$ cat config.mk
export PLATFORM = sky130hd
export DESIGN_NAME = cpu_result_logger
export DESIGN_NICKNAME = d
export VERILOG_FILES = /design/src/rtl/cpu_result_logger.sv
export SDC_FILE = /design/constraint.sdc
export NUM_CORES = 1
export LEC_CHECK = 0
export ABC_CLOCK_PERIOD_IN_PS = 3800
export CAP_MARGIN = 20
export CORE_MARGIN = 1
export CORE_UTILIZATION = 34
export DETAILED_ROUTE_END_ITERATION = 8
export GPL_ROUTABILITY_DRIVEN = 0
export HOLD_SLACK_MARGIN = 0.05
export PLACE_DENSITY = 0.46
export SYNTH_ARGS = -nofsm -noshare
export SYNTH_HDL_FRONTEND = slang
export SYNTH_SLANG_ARGS = --single-unit
$ cat constraint.sdc
create_clock -name clk -period 3.8 [get_ports clk]
set_input_delay 0.76 -clock clk [delete_from_list [all_inputs] [get_ports clk]]
set_output_delay 0.76 -clock clk [all_outputs]
set_load 0.01 [all_outputs]
$ cat src/rtl/cpu_result_logger.sv
// Result log for the CPU writeback path: stores up to DEPTH words and replays them
// one per step request as clamped 4-digit packed BCD via a sequential double-dabble.
module cpu_result_logger #(
    parameter int DEPTH  = 32,
    parameter int DATA_W = 32
) (
    input  logic              clk,
    input  logic              reset,
    input  logic              wr_valid,
    input  logic [DATA_W-1:0] wr_data,
    output logic              wr_ready,
    input  logic              log_clear,
    input  logic              rd_next,
    output logic [15:0]       rd_bcd,
    output logic [4:0]        rd_index,
    output logic              rd_sat,
    output logic              bcd_valid,
    output logic              busy,
    output logic [5:0]        count,
    output logic              full,
    output logic              overflow
);

    localparam int PTR_W   = $clog2(DEPTH);
    localparam int BIN_W   = 14;
    localparam int BCD_MAX = 9999;

    typedef enum logic [1:0] {
        IDLE,
        LOAD,
        SHIFT,
        DONE
    } state_t;

    state_t              state;
    state_t              next_state;

    logic [DATA_W-1:0]   mem [DEPTH];
    logic [DATA_W-1:0]   entry;
    logic                wr_en;
    logic                accept;

    logic [PTR_W-1:0]    rp;
    logic [PTR_W-1:0]    sel_idx;
    logic [5:0]          rp_inc;

    logic [BIN_W-1:0]    bin;
    logic [15:0]         bcd;
    logic [15:0]         bcd_adj;
    logic                sat_q;
    logic [3:0]          shift_cnt;

    assign full     = (count == 6'(DEPTH));
    assign wr_ready = !full;
    assign busy     = (state != IDLE);
    assign accept   = (state == IDLE) && rd_next && (count != 6'd0);
    assign rp_inc   = 6'(rp) + 6'd1;
    assign entry    = mem[sel_idx];

    // A clear or reset in the same cycle discards the incoming word.
    assign wr_en = wr_valid && !full && !log_clear && !reset;

    always_ff @(posedge clk) begin
        if (wr_en) begin
            mem[count[PTR_W-1:0]] <= wr_data;
        end
    end

    always_ff @(posedge clk) begin
        if (reset) begin
            count    <= 6'd0;
            overflow <= 1'b0;
        end else if (log_clear) begin
            count    <= 6'd0;
            overflow <= 1'b0;
        end else if (wr_valid) begin
            if (!full) begin
                count <= count + 6'd1;
            end else begin
                overflow <= 1'b1;
            end
        end
    end

    always_ff @(posedge clk) begin
        if (reset) begin
            state <= IDLE;
        end else begin
            state <= next_state;
        end
    end

    always_comb begin
        next_state = state;
        case (state)
            IDLE:    if (accept) next_state = LOAD;
            LOAD:    next_state = SHIFT;
            SHIFT:   if (shift_cnt == 4'd1) next_state = DONE;
            DONE:    next_state = IDLE;
            default: next_state = IDLE;
        endcase
        if (log_clear) begin
            next_state = IDLE;
        end
    end

    // Double-dabble correction applied before every left shift.
    always_comb begin
        bcd_adj = bcd;
        for (int i = 0; i < 4; i++) begin
            if (bcd[4*i +: 4] >= 4'd5) begin
                bcd_adj[4*i +: 4] = bcd[4*i +: 4] + 4'd3;
            end
        end
    end

    always_ff @(posedge clk) begin
        if (reset) begin
            rp        <= '0;
            sel_idx   <= '0;
            bin       <= '0;
            bcd       <= '0;
            sat_q     <= 1'b0;
            shift_cnt <= 4'd0;
            rd_bcd    <= 16'd0;
            rd_index  <= 5'd0;
            rd_sat    <= 1'b0;
            bcd_valid <= 1'b0;
        end else begin
            bcd_valid <= 1'b0;
            if (log_clear) begin
                rp <= '0;
            end else begin
                case (state)
                    IDLE: begin
                        if (accept) begin
                            sel_idx <= rp;
                            rp      <= (rp_inc >= count) ? '0 : rp_inc[PTR_W-1:0];
                        end
                    end
                    LOAD: begin
                        if (entry > DATA_W'(BCD_MAX)) begin
                            bin   <= BIN_W'(BCD_MAX);
                            sat_q <= 1'b1;
                        end else begin
                            bin   <= entry[BIN_W-1:0];
                            sat_q <= 1'b0;
                        end
                        bcd       <= 16'd0;
                        shift_cnt <= 4'd14;
                    end
                    SHIFT: begin
                        {bcd, bin} <= {bcd_adj, bin} << 1;
                        shift_cnt  <= shift_cnt - 4'd1;
                    end
                    DONE: begin
                        rd_bcd    <= bcd;
                        rd_index  <= 5'(sel_idx);
                        rd_sat    <= sat_q;
                        bcd_valid <= 1'b1;
                    end
                    default: ;
                endcase
            end
        end
    end

endmodule

After elaboration in Yosys (flattened, before gate mapping)
Memory sizes are Yosys's and may differ from the RTL's. A register that Yosys moved wholly into a read port is not among the register bits.
Cells that the tools add are included.

word-level totals
  output and inout port bits = 33
  bits in writable memories = 1024
  logic and storage cells = 75
  bits in registers = 77
  bits in latches = 0
  memories = 1
  input bits = 37
  memory bits (read-only) = 0

cells by class
  $lt $le $gt $ge = 6
  multiply operators = 0
  multiplexer cells = 18
  equal/unequal tests = 7
  add/subtract/negate cells = 7
  div/mod/pow operators = 0
  reductions and logical operators = 21
  shift-type cells = 0
  bitwise operators = 2

memories
  name  words  width  read ports  clocked after memory_dff  write ports  line  RTL
  mem   32     32     1           1                         1            38    logic [DATA_W-1:0] mem [DEPTH];

operators by type and width
  cell                    count
  $gt A32 B14 Y1 const B  1
  $pmux W16 S2            1
  $pmux W14 S2            1
  $ge A4 B3 Y1 const B    4
  $mux W5                 3
  $mux W14                1
  $reduce_and A2 Y1       7
  $add A4 B2 Y4 const B   3
  $mux W4                 3
  $pmux W2 S4             1
  $pmux W4 S2             1
  $add A5 B1 Y6 const B   1
  $add A6 B1 Y6 const B   1
  $eq A6 B6 Y1 const B    1
  $ge A6 B6 Y1            1
  $reduce_bool A6 Y1      1
  $logic_and A1 B1 Y1     5
  $eq A2 B2 Y1 const B    2
  $eq A4 B1 Y1 const B    1
  $mux W1                 4
  $mux W2                 2
  $ne A2 B2 Y1 const B    2
  $reduce_bool A2 Y1      2
  $sub A4 B1 Y4 const B   1
  8 further kinds         11

Logic depth before layout (Yosys ltp)
Gate-level depths: netlist of the first run.

  word-level depth = 7
  depth in mapped cells = 15

Least setup slack after synthesis of the first run
OpenSTA, ideal clock, no wires.

  kind = reg-to-reg
  start point = reg count[0]
  end point = mem mem[15][0], enable pin
  path buffers = 1
  arrival time = 3.033 ns
  data required time = 3.379 ns
  stages on the path, launching flop included = 8
  setup time = 0.421 ns
  slack = 0.346 ns
  cells stage by stage = dfxtp_1 -> inv_1 -> ha_1 -> nand3_1 -> and2_1 -> clkbuf_1 -> nand3_1 -> nor2_1

between the ends
  longest elaborated chain between the ends = 7

ends and longest elaborated chain
  element                            line  RTL
  from (decl)                        19    output logic [5:0] count,
  from (signal assigned)             78    count <= count + 6'd1;
  $eq A6 B6 Y1                       53    assign full = (count == 6'(DEPTH));
  $logic_not A1 Y1                   --
  named net wr_ready                 11    output logic wr_ready,
  $logic_and A1 B1 Y1 (3 in series)  61    assign wr_en = wr_valid && !full && !log_clear && !reset;
  $mux W1                            64    if (wr_en) begin
  $mux W1 (not written as such)      65    mem[count[PTR_W-1:0]] <= wr_data;
  to (decl)                          38

The timed path passes the listed nets, and every way through them passes these cells.

==> results.ini, run 1 <==
[floorplanning]
die-area_sq_um = 119600
io_pins = 70
fp-row-count = 125
die_w_um = 345.8
core_area_sq_um = 116700
start_util = 0.3445
die_h_um = 345.8

[timing]
setup_viol = 0
skew_ns = 0.03846
rsz0062_at_grt = false
setup_slack_ns = 0.4203
relSlewSlack = 0.2588
timing.final.hold_violations = 0
max_freq_mhz = 295.9
tightest_slew_ns = 1.108
finalMaxSlewViolations = 0
hold_ws_ns = 0.4066
period_share = 0.8894
fin_crit_ns = 3.380
setup_tns_ns = 0

[place]
preCtsSetupSlack_ns = 0.4328
dp_hpwl_um = 57690
portBuffers = 69
dp.cells = 3782
dpl_cell_area_sq_um = 43910

[final_layout]
utilization = 0.4097
postLayoutCellArea_sq_um = 47800
fin_nets = 2441
antennaDiodeCount = 0
fin_cells = 3989
area_growth_pct = 18.92
drive_above_1_share = 0.1748
filler_cell_count = 10360

[synthesis]
synthMostInstantiatedCell = edfxtp_1
syn_inst = 2152
synth_nets = 2214
async_flop_share = 0
ys_ff_latch = 1106
synthTopCellsByArea = edfxtp_1 76%, mux4_2 5.2%, dfxtp_1 4.1%
synth_warnings = 0
synth_top_area_frac = 0.7649
syn_avg_cell_area_sq_um = 18.68
synth-seq-area-share = 0.8058
synth_flop_cell = edfxtp_1
synthTopCellsByCount = 1024 x edfxtp_1, 117 x nor2_1, 101 x nand2_1
syn-cell-area_sq_um = 40200
synth.largest_area_cell = edfxtp_1
yosys.cell_types.count = 59
synth_edf_count = 1024

[setup_path]
cp.required_ns = 4.38
cp-end-kind = register
crit_buf_inv = 1
path_max_fanout = 14
critPathArrivalTime_ns = 3.96
critical_path_class = reg -> reg
crit_family = compound AO/OA/AOI/OAI gates
cpPeakStageDelay_ns = 0.63
slowest_stage = o41ai_2
crit_top_cell = a31oi_1
crit_chain = or4_1 > o41ai_1 > a31oi_1 > nor4_1 > a31oi_1 > a21o_1 > o41ai_2 > o21ai_2 > buf_12 > o31a_1
cp-start-kind = register

[power_and_ir_drop]
power_density_nw_per_um2 = 519.4
comb_power_share = 0.015
vdd.ir_drop.worst_mv = 0.3827
total_power_mw = 24.83
p_int_mw = 19.85
sw_frac_of_total = 0.2005
p_switching_mw = 4.978
clkPwrFrac = 0.449
leakagePower_nw = 14.51
seqPwrFrac = 0.536

[clock_network]
clkTransAtPathRegs_ns = 0.06
root_buffer = clkbuf_16
numCtsBuffers = 113
tritoncts = built
clock-sinks = 1106
h-tree-depth = 3
cts_setup_buffers = 0
clk_latency_ns = 0.73
cts.path.max_buffers = 3
postCtsHoldBufs = 0
post_cts_resized = 0

[grt]
track_usage = 0.1702
antenna_found_initial = 1
grt_max_degree = 66
grt_pass1_wl_um = 148000
grt.overflow.total = 0
grt_pass1_vias = 21390

[route]
dr_total_vias = 20580
drc = 0
wl_um = 101800
first_iter_violations = 1750
firstDrtPassIters = 5
antenna_left = 0
routed_via_density = 5.158
avgRoutedWirePerCell_um = 25.51

[run_status]
status = complete, no violations

[run]
maxCapViolations = 0

[hold_path]
hold_class = in -> reg

-- sequential cells by signal (all words and copies together) (netlist names), named ones only --
| name | count |
|---|---|
| count | 6 |
| rp | 5 |
| bin | 14 |
| shift_cnt | 4 |
| sel_idx | 5 |
| bcd | 16 |
| mem | 1024 |
| sat_q | 1 |
| rd_index | 5 |
| overflow | 1 |
| rd_bcd | 16 |
| rd_sat | 1 |
| bcd_valid | 1 |
| state | 2 |
-- cell usage in the layout (no fill, tap or decap), types with 31 or more instances in the layout --
cell type,Yosys,final
edfxtp_1,1024,1024
clkbuf_16,0,117
nand2_1,101,101
nor4_1,97,97
mux4_2,92,92
buf_4,5,88
nor2_1,117,86
dfxtp_1,82,79
a21oi_1,74,74
clkdlybuf4s50_1,0,68
mux2i_1,66,66
a22oi_1,50,50
nand3_1,44,44
o21ai_0,41,41
inv_1,31,31
nor2_4,0,31
-- kinds of logic after synthesis --
kind of cell               count (synthesis)  share of synthesized area
buffers and inverters                    112                    0.01267
muxes                                    163                    0.06938
AOI/OAI and AO/OA                        255                    0.04096
xor gates and xnor gates                  14                   0.003050
and+or+nand+nor                          477                    0.06038
adders and majority gates                 25                   0.007781
DFF                                     1106                     0.8058
-- worst paths after layout --
| path | slack [ns] | cells after the start | start | end |
|---|---|---|---|---|
| setup reg to reg | 0.42 | 10 | mem[10][29]$_DFFE_PP_ | bin[2]$_SDFFE_PP0P_ |
| setup / recovery | 0.42 | 10 | mem[10][29]$_DFFE_PP_ | bin[2]$_SDFFE_PP0P_ |
| hold reg to reg | 0.45 | 2 | rd_bcd[0]$_SDFFE_PP0P_ | rd_bcd[0]$_SDFFE_PP0P_ |
| hold / removal | 0.41 | 3 | reset | state[0]$_SDFFE_PP0P_ |
-- worst reg2reg max path, stage by stage, from the launching register on --
cell	delay [ns]
edfxtp_1	0.35
or4_1	0.52
o41ai_1	0.27
a31oi_1	0.11
nor4_1	0.29
a31oi_1	0.12
a21o_1	0.27
o41ai_2	0.63
o21ai_2	0.20
buf_12	0.21
o31a_1	0.30
-- power by group through the flow --
stage	combinational (mW)	sequential [mW]	clock [mW]
2_1_floorplan	0.0542	13.6	0
3_3_place_gp	0.353	13.6	0
3_5_place_dp	0.361	13.6	0
4_1_cts	0.362	13.3	11.4
5_1_grt	0.397	13.3	11.9
6_report	0.366	13.3	11.2
-- final cells by class --
cell class / count / area, sq um / area share
multi-input cells: 934 / 7540 / 0.1577
inverters: 31 / 116.4 / 0.002434
flip-flops and latches: 1106 / 32400 / 0.6778
clock inverters: 69 / 807.0 / 0.01688
clock buffers: 132 / 2927 / 0.06122
repair buffers: 193 / 2105 / 0.04402
well taps: 1524 / 1907 / 0.03989
-- routing by layer --
layer | vias up | share of wire | GRT usage
li1 | 9149 | - | -
met3 | 139 | 0.038 | 0.02506
met4 | 2 | 0.020 | 0.04136
met5 | - | 0.00012 | 0
met2 | 418 | 0.49 | 0.2881
met1 | 10870 | 0.45 | 0.2300
(Power assumes the default switching activity.)
==> inputs of run 2 (changes only) <==
Settings changed: PLACE_DENSITY 0.46 to not set, SLEW_MARGIN set to 25.
==> run 2 against run 1 <==
Clock skew up 0.012 ns. Register-to-register slack worse by 0.22 ns. Power fell by 5.8%. Sequential power about the same. Cell count decreased by 0.85%. Setup slack worse by 0.22 ns. Non-clock buffer count is 25 lower. Flip-flop and latch count stayed put. Critical path type unchanged. Highest routed layer unchanged.
==> results.ini, run 2 (synthesis results as in run 1) <==
[clock_network]
numCtsBuffers = 103  ; was 113
root_buffer = clkbuf_16  ; unchanged
cts.path.max_buffers = 3  ; unchanged
h-tree-depth = 3  ; unchanged
tritoncts = built  ; unchanged
clock-sinks = 1106  ; unchanged
clkTransAtPathRegs_ns = 0.06  ; about the same
cts_setup_buffers = 0  ; unchanged
postCtsHoldBufs = 0  ; unchanged
clk_latency_ns = 0.68  ; was 0.73 ns

[place]
dp.cells = 3763  ; was 3782
dpl_cell_area_sq_um = 43780  ; was 43910 sq um
preCtsSetupSlack_ns = -0.07074  ; was 0.4328 ns
portBuffers = 69  ; unchanged
dp_hpwl_um = 53940  ; was 57690 um

[timing]
setup_viol = 0  ; unchanged
timing.final.hold_violations = 0  ; unchanged
setup_slack_ns = 0.2043  ; was 0.4203 ns
fin_crit_ns = 3.596  ; was 3.380 ns
finalMaxSlewViolations = 0  ; unchanged
relSlewSlack = 0.3455  ; was 0.2588
skew_ns = 0.05083  ; was 0.03846 ns
tightest_slew_ns = 0.9787  ; was 1.108 ns
hold_ws_ns = 0.4566  ; was 0.4066 ns
max_freq_mhz = 278.1  ; was 295.9 MHz
rsz0062_at_grt = false  ; unchanged
period_share = 0.9462  ; was 0.8894

[final_layout]
regArea_sq_um = 32400  ; about the same
fin_nets = 2406  ; was 2441
layout_commonest_cell = edfxtp_1  ; unchanged
postLayoutCellArea_sq_um = 46950  ; was 47800 sq um
mostFrequentLayoutCells = 1024 x edfxtp_1, 103 x clkbuf_16, 101 x nand2_1  ; was 1024 x edfxtp_1, 117 x clkbuf_16, 101 x nand2_1
drive_above_1_share = 0.1601  ; was 0.1748
fin_cells = 3955  ; was 3989
largest_reg_flops = 1024  ; unchanged
multi_input_area_sq_um = 7559  ; was 7540 sq um
filler_cell_count = 10270  ; was 10360
area_growth_pct = 16.80  ; was 18.92%

[route]
dr_total_vias = 20770  ; was 20580
routed_via_density = 5.252  ; was 5.158
avgRoutedWirePerCell_um = 23.85  ; was 25.51 um
wl_um = 94310  ; was 101800 um
first_iter_violations = 2353  ; was 1750
firstDrtPassIters = 6  ; was 5
drc = 0  ; unchanged
antenna_left = 0  ; unchanged

[setup_path]
critPathArrivalTime_ns = 4.12  ; was 3.96 ns
critical_path_class = reg -> reg  ; unchanged
cp-start-kind = register  ; unchanged
path_max_fanout = 59  ; was 14
cp-end-kind = register  ; unchanged
cp.required_ns = 4.32  ; was 4.38 ns

[grt]
antenna_found_initial = 2  ; was 1
track_usage = 0.1566  ; was 0.1702
grt.overflow.total = 0  ; unchanged
grt_pass1_wl_um = 138500  ; was 148000 um
grt_max_degree = 73  ; was 66
grt_pass1_vias = 21110  ; was 21390

[power_and_ir_drop]
leakagePower_nw = 14.08  ; was 14.51 nW
vdd.ir_drop.worst_mv = 0.3457  ; was 0.3827 mV
total_power_mw = 23.38  ; was 24.83 mW
power_density_nw_per_um2 = 498.0  ; was 519.4 nW/um^2

[floorplanning]
die_w_um = 345.8  ; unchanged
die-area_sq_um = 119600  ; unchanged
die_h_um = 345.8  ; unchanged
core_area_sq_um = 116700  ; unchanged
io_pins = 70  ; unchanged
fp-row-count = 125  ; unchanged
start_util = 0.3445  ; unchanged

[hold_path]
hold_class = reg -> reg  ; was in -> reg

[run_status]
status = complete, no violations  ; unchanged

[run]
maxCapViolations = 0  ; unchanged

run 2: area by class of cell:
class,count,share of cell area
Tap cell,1524,0.04061
Clock buffer,131,0.05713
Sequential cell,1106,0.6901
Multi-Input combinational cell,934,0.1610
Timing Repair Buffer,168,0.03763
Inverter,31,0.002478
Antenna cell,2,0.0001066
Clock inverter,59,0.01101
run 2: routing by layer:
| layer | wire, um | vias to the layer above | share of wire | GRT usage |
|---|---|---|---|---|
| met4 | 1702 | 4 | 0.018 | 0.03764 |
| met3 | 7349 | 134 | 0.078 | 0.03055 |
| met5 | 27 | - | 0.00029 | 0 |
| li1 | - | 9083 | - | - |
| met1 | 40980 | 10790 | 0.43 | 0.2220 |
| met2 | 44250 | 763 | 0.47 | 0.2478 |
run 2: metrics by stage:
| stage | TNS (ns) | util |
|---|---|---|
| 5_1_grt | 0 | 0.4024 |
| 4_1_cts | 0 | 0.4028 |
| 2_1_floorplan | 0 | - |
| 3_5_place_dp | -0.2156 | 0.3752 |
| 6_report | 0 | 0.4024 |
| 3_3_place_gp | -5.811 | 0.3752 |
run 2: worst max-delay path: stages, from the launching register on:
cell and delay (ns):
dfxtp_4 0.44, buf_12 0.35, nor4b_1 0.26, nand2_1 0.09, o41ai_1 0.53, a22oi_1 0.29, a211oi_2 0.40, o22ai_1 0.18
o41ai_2 0.21, o21ai_2 0.11, buf_4 0.23, o31a_1 0.31
run 2: path summary, 6_finish.rpt:
check | start | to | slack [ns] | depth (start not counted)
worst min-delay path | rd_bcd[11]$_SDFFE_PP0P_ | rd_bcd[11]$_SDFFE_PP0P_ | 0.46 | 2
worst min register to register | rd_bcd[11]$_SDFFE_PP0P_ | rd_bcd[11]$_SDFFE_PP0P_ | 0.46 | 2
worst max register to register | register | bin[3]$_SDFFE_PP0P_ | 0.20 | 11
worst max-delay path | register | bin[3]$_SDFFE_PP0P_ | 0.20 | 11
run 2: timing repair:
action,CTS,global route
endpoints found under the setup margin,12,0
gates resized for setup,2,0
endpoints found under the hold margin,0,0
run 2: power by group:
group / internal (mW) / switching (mW)
Sequential: 13.3 / 0.00706
Combinational: 0.0652 / 0.266
Clock: 5.42 / 4.32
==> inputs of run 3 (changes only) <==
Settings changed: GPL_TIMING_DRIVEN set to 0.
==> run 3 against run 2 <==
Combinational power increased by 4%. Cell area increased by 2.8%. First-iteration DRC count decreased by 0.81%. Critical path type unchanged. Highest routed layer unchanged. Critical endpoint is now bin[5]$_SDFFE_PP0P_.
==> results.ini, run 3 (synthesis results as in run 1) <==
[clock_network]
clock-sinks = 1106  ; unchanged
clk_latency_ns = 0.68  ; about the same
cts.path.max_buffers = 3  ; unchanged
root_buffer = clkbuf_16  ; unchanged
postCtsHoldBufs = 0  ; unchanged
tritoncts = built  ; unchanged
numCtsBuffers = 103  ; unchanged
h-tree-depth = 3  ; unchanged
clkTransAtPathRegs_ns = 0.06  ; about the same

[final_layout]
layout_commonest_cell = edfxtp_1  ; unchanged
fin_cells = 4010  ; was 3955
fin_nets = 2463  ; was 2406
area_growth_pct = 20.13  ; was 16.80%
drive_above_1_share = 0.1786  ; was 0.1601
largest_reg_flops = 1024  ; unchanged
mostFrequentLayoutCells = 1024 x edfxtp_1, 104 x clkbuf_16, 100 x nand2_1  ; was 1024 x edfxtp_1, 103 x clkbuf_16, 101 x nand2_1
antennaDiodeCount = 0  ; was 2
utilization = 0.4139  ; was 0.4024

[setup_path]
critical_path_class = reg -> reg  ; unchanged
cp.required_ns = 4.32  ; about the same
cp-end-kind = register  ; unchanged
r2r_slack_ns = 0.22  ; was 0.20 ns
worstReg2RegEnd = bin[5]$_SDFFE_PP0P_  ; was bin[3]$_SDFFE_PP0P_
critPathArrivalTime_ns = 4.10  ; was 4.12 ns
path_max_fanout = 10  ; was 59
cp-start-kind = register  ; unchanged
reg2reg_depth = 13  ; was 11

[power_and_ir_drop]
vdd.ir_drop.worst_mv = 0.4077  ; was 0.3457 mV
total_power_mw = 23.71  ; was 23.38 mW
power_density_nw_per_um2 = 491.1  ; was 498.0 nW/um^2
leakagePower_nw = 14.66  ; was 14.08 nW

[grt]
track_usage = 0.1674  ; was 0.1566
grt_pass1_vias = 21640  ; was 21110
grt_max_degree = 33  ; was 73
antenna_found_initial = 8  ; was 2
grt_pass1_wl_um = 146900  ; was 138500 um
grt.overflow.total = 0  ; unchanged

[timing]
tightest_slew_ns = 1.066  ; was 0.9787 ns
hold_ws_ns = 0.4071  ; was 0.4566 ns
finalMaxSlewViolations = 0  ; unchanged
max_freq_mhz = 279.4  ; was 278.1 MHz
setup_viol = 0  ; unchanged
period_share = 0.9420  ; was 0.9462
timing.final.hold_violations = 0  ; unchanged
fin_crit_ns = 3.580  ; was 3.596 ns
relSlewSlack = 0.2895  ; was 0.3455
rsz0062_at_grt = false  ; unchanged
skew_ns = 0.04220  ; was 0.05083 ns

[floorplanning]
start_util = 0.3445  ; unchanged
io_pins = 70  ; unchanged
die-area_sq_um = 119600  ; unchanged
fp-row-count = 125  ; unchanged
die_w_um = 345.8  ; unchanged
core_area_sq_um = 116700  ; unchanged
die_h_um = 345.8  ; unchanged

[route]
antenna_left = 0  ; unchanged
drc = 0  ; unchanged
routed_via_density = 5.350  ; was 5.252
top_layer = met5  ; unchanged
met2_length_um = 47400  ; was 44250 um
met1_length_um = 43280  ; was 40980 um
wl_um = 101100  ; was 94310 um
first_iter_violations = 2334  ; was 2353
avgRoutedWirePerCell_um = 25.22  ; was 23.85 um
firstDrtPassIters = 5  ; was 6
route.met3.wl_um = 7302  ; was 7349 um
dr_total_vias = 21450  ; was 20770

[place]
dp.cells = 3817  ; was 3763
dp_hpwl_um = 67160  ; was 53940 um
portBuffers = 69  ; unchanged

[run]
maxCapViolations = 0  ; unchanged

[run_status]
status = complete, no violations  ; unchanged

[hold_path]
hold_class = in -> reg  ; was reg -> reg
hold_depth = 1  ; was 2
hp-start = wr_data[29]  ; was rd_bcd[11]$_SDFFE_PP0P_
hold_end = mem[15][29]$_DFFE_PP_  ; was rd_bcd[11]$_SDFFE_PP0P_

==> run 3: changes by cell type in the layout (fill, tap and decap cells not counted), sizes merged <==
cell / previous run / this run
clkdlybuf4s50: 58 / 49
buf: 110 / 134
clkinvlp: 4 / 8
clkbuf: 131 / 162
inv: 33 / 32
diode: 2 / 0
bufinv: 6 / 8
clkinv: 47 / 53
==> run 3: final cells by class <==
cell class	count	area (sq um)
Clock inverter	70	648.1
Sequential cell	1106	32390
Clock buffer	120	2663
Timing Repair Buffer	145	2451
Buffer	80	456.7
Fill cell	10090	68390
Multi-Input combinational cell	934	7656
Tap cell	1524	1907
Inverter	31	116.4
==> run 3: where the power goes <==
| part | switching (mW) | total (mW) | internal, mW |
|---|---|---|---|
| Clock | 4.47 | 10.1 | 5.59 |
| Sequential | 0.00712 | 13.3 | 13.3 |
| Combinational | 0.260 | 0.346 | 0.0865 |
| Total | 4.74 | 23.7 | 19.0 |
==> run 3: worst max path at each step <==
stage / startpoint / endpoint
finish: register / bin[5]$_SDFFE_PP0P_
global route: register / bin[7]$_SDFFE_PP0P_
CTS: register / bin[5]$_SDFFE_PP0P_
detailed placement: register / bin[5]$_SDFFE_PP0P_
global placement: log_clear / mem[28][21]$_DFFE_PP_
floorplan: count[0]$_SDFFE_PP0P_ / mem[15][0]$_DFFE_PP_
==> run 3: timing repair <==
item                       in CTS  in global routing
resized for setup              36                 22
setup endpoints to repair      23                100
pin swaps                       3                  3
setup buffers                   1                  3
==> run 3: per-layer routing <==
metal	GRT usage	vias to the layer above
met5	0	-
met4	0.05469	8
met3	0.02732	196
met2	0.2685	894
met1	0.2321	11150
li1	-	9201
==> run 3: critical path: stages, from the launching register on <==
cell and delay [ns]:
dfxtp_1 0.32, buf_4 0.21, buf_6 0.23, buf_4 0.26, clkbuf_4 0.30, buf_2 0.42
o211ai_1 0.17, o211ai_1 0.25, a211oi_1 0.16, o22ai_1 0.37, o41ai_4 0.27, o21ai_4 0.17
buf_6 0.17, o32ai_1 0.09
==> run 3: stage by stage <==
stage	instance area, sq um	TNS, ns	setup WS, ns
after floorplan	40200	0	0.3461
after CTS	48210	0	0.01064
final	48290	0	0.2205
after global placement	42800	-1949.28	-2.176
after global routing	48290	0	0.008899
after detailed placement	44770	-37.03	-0.8633
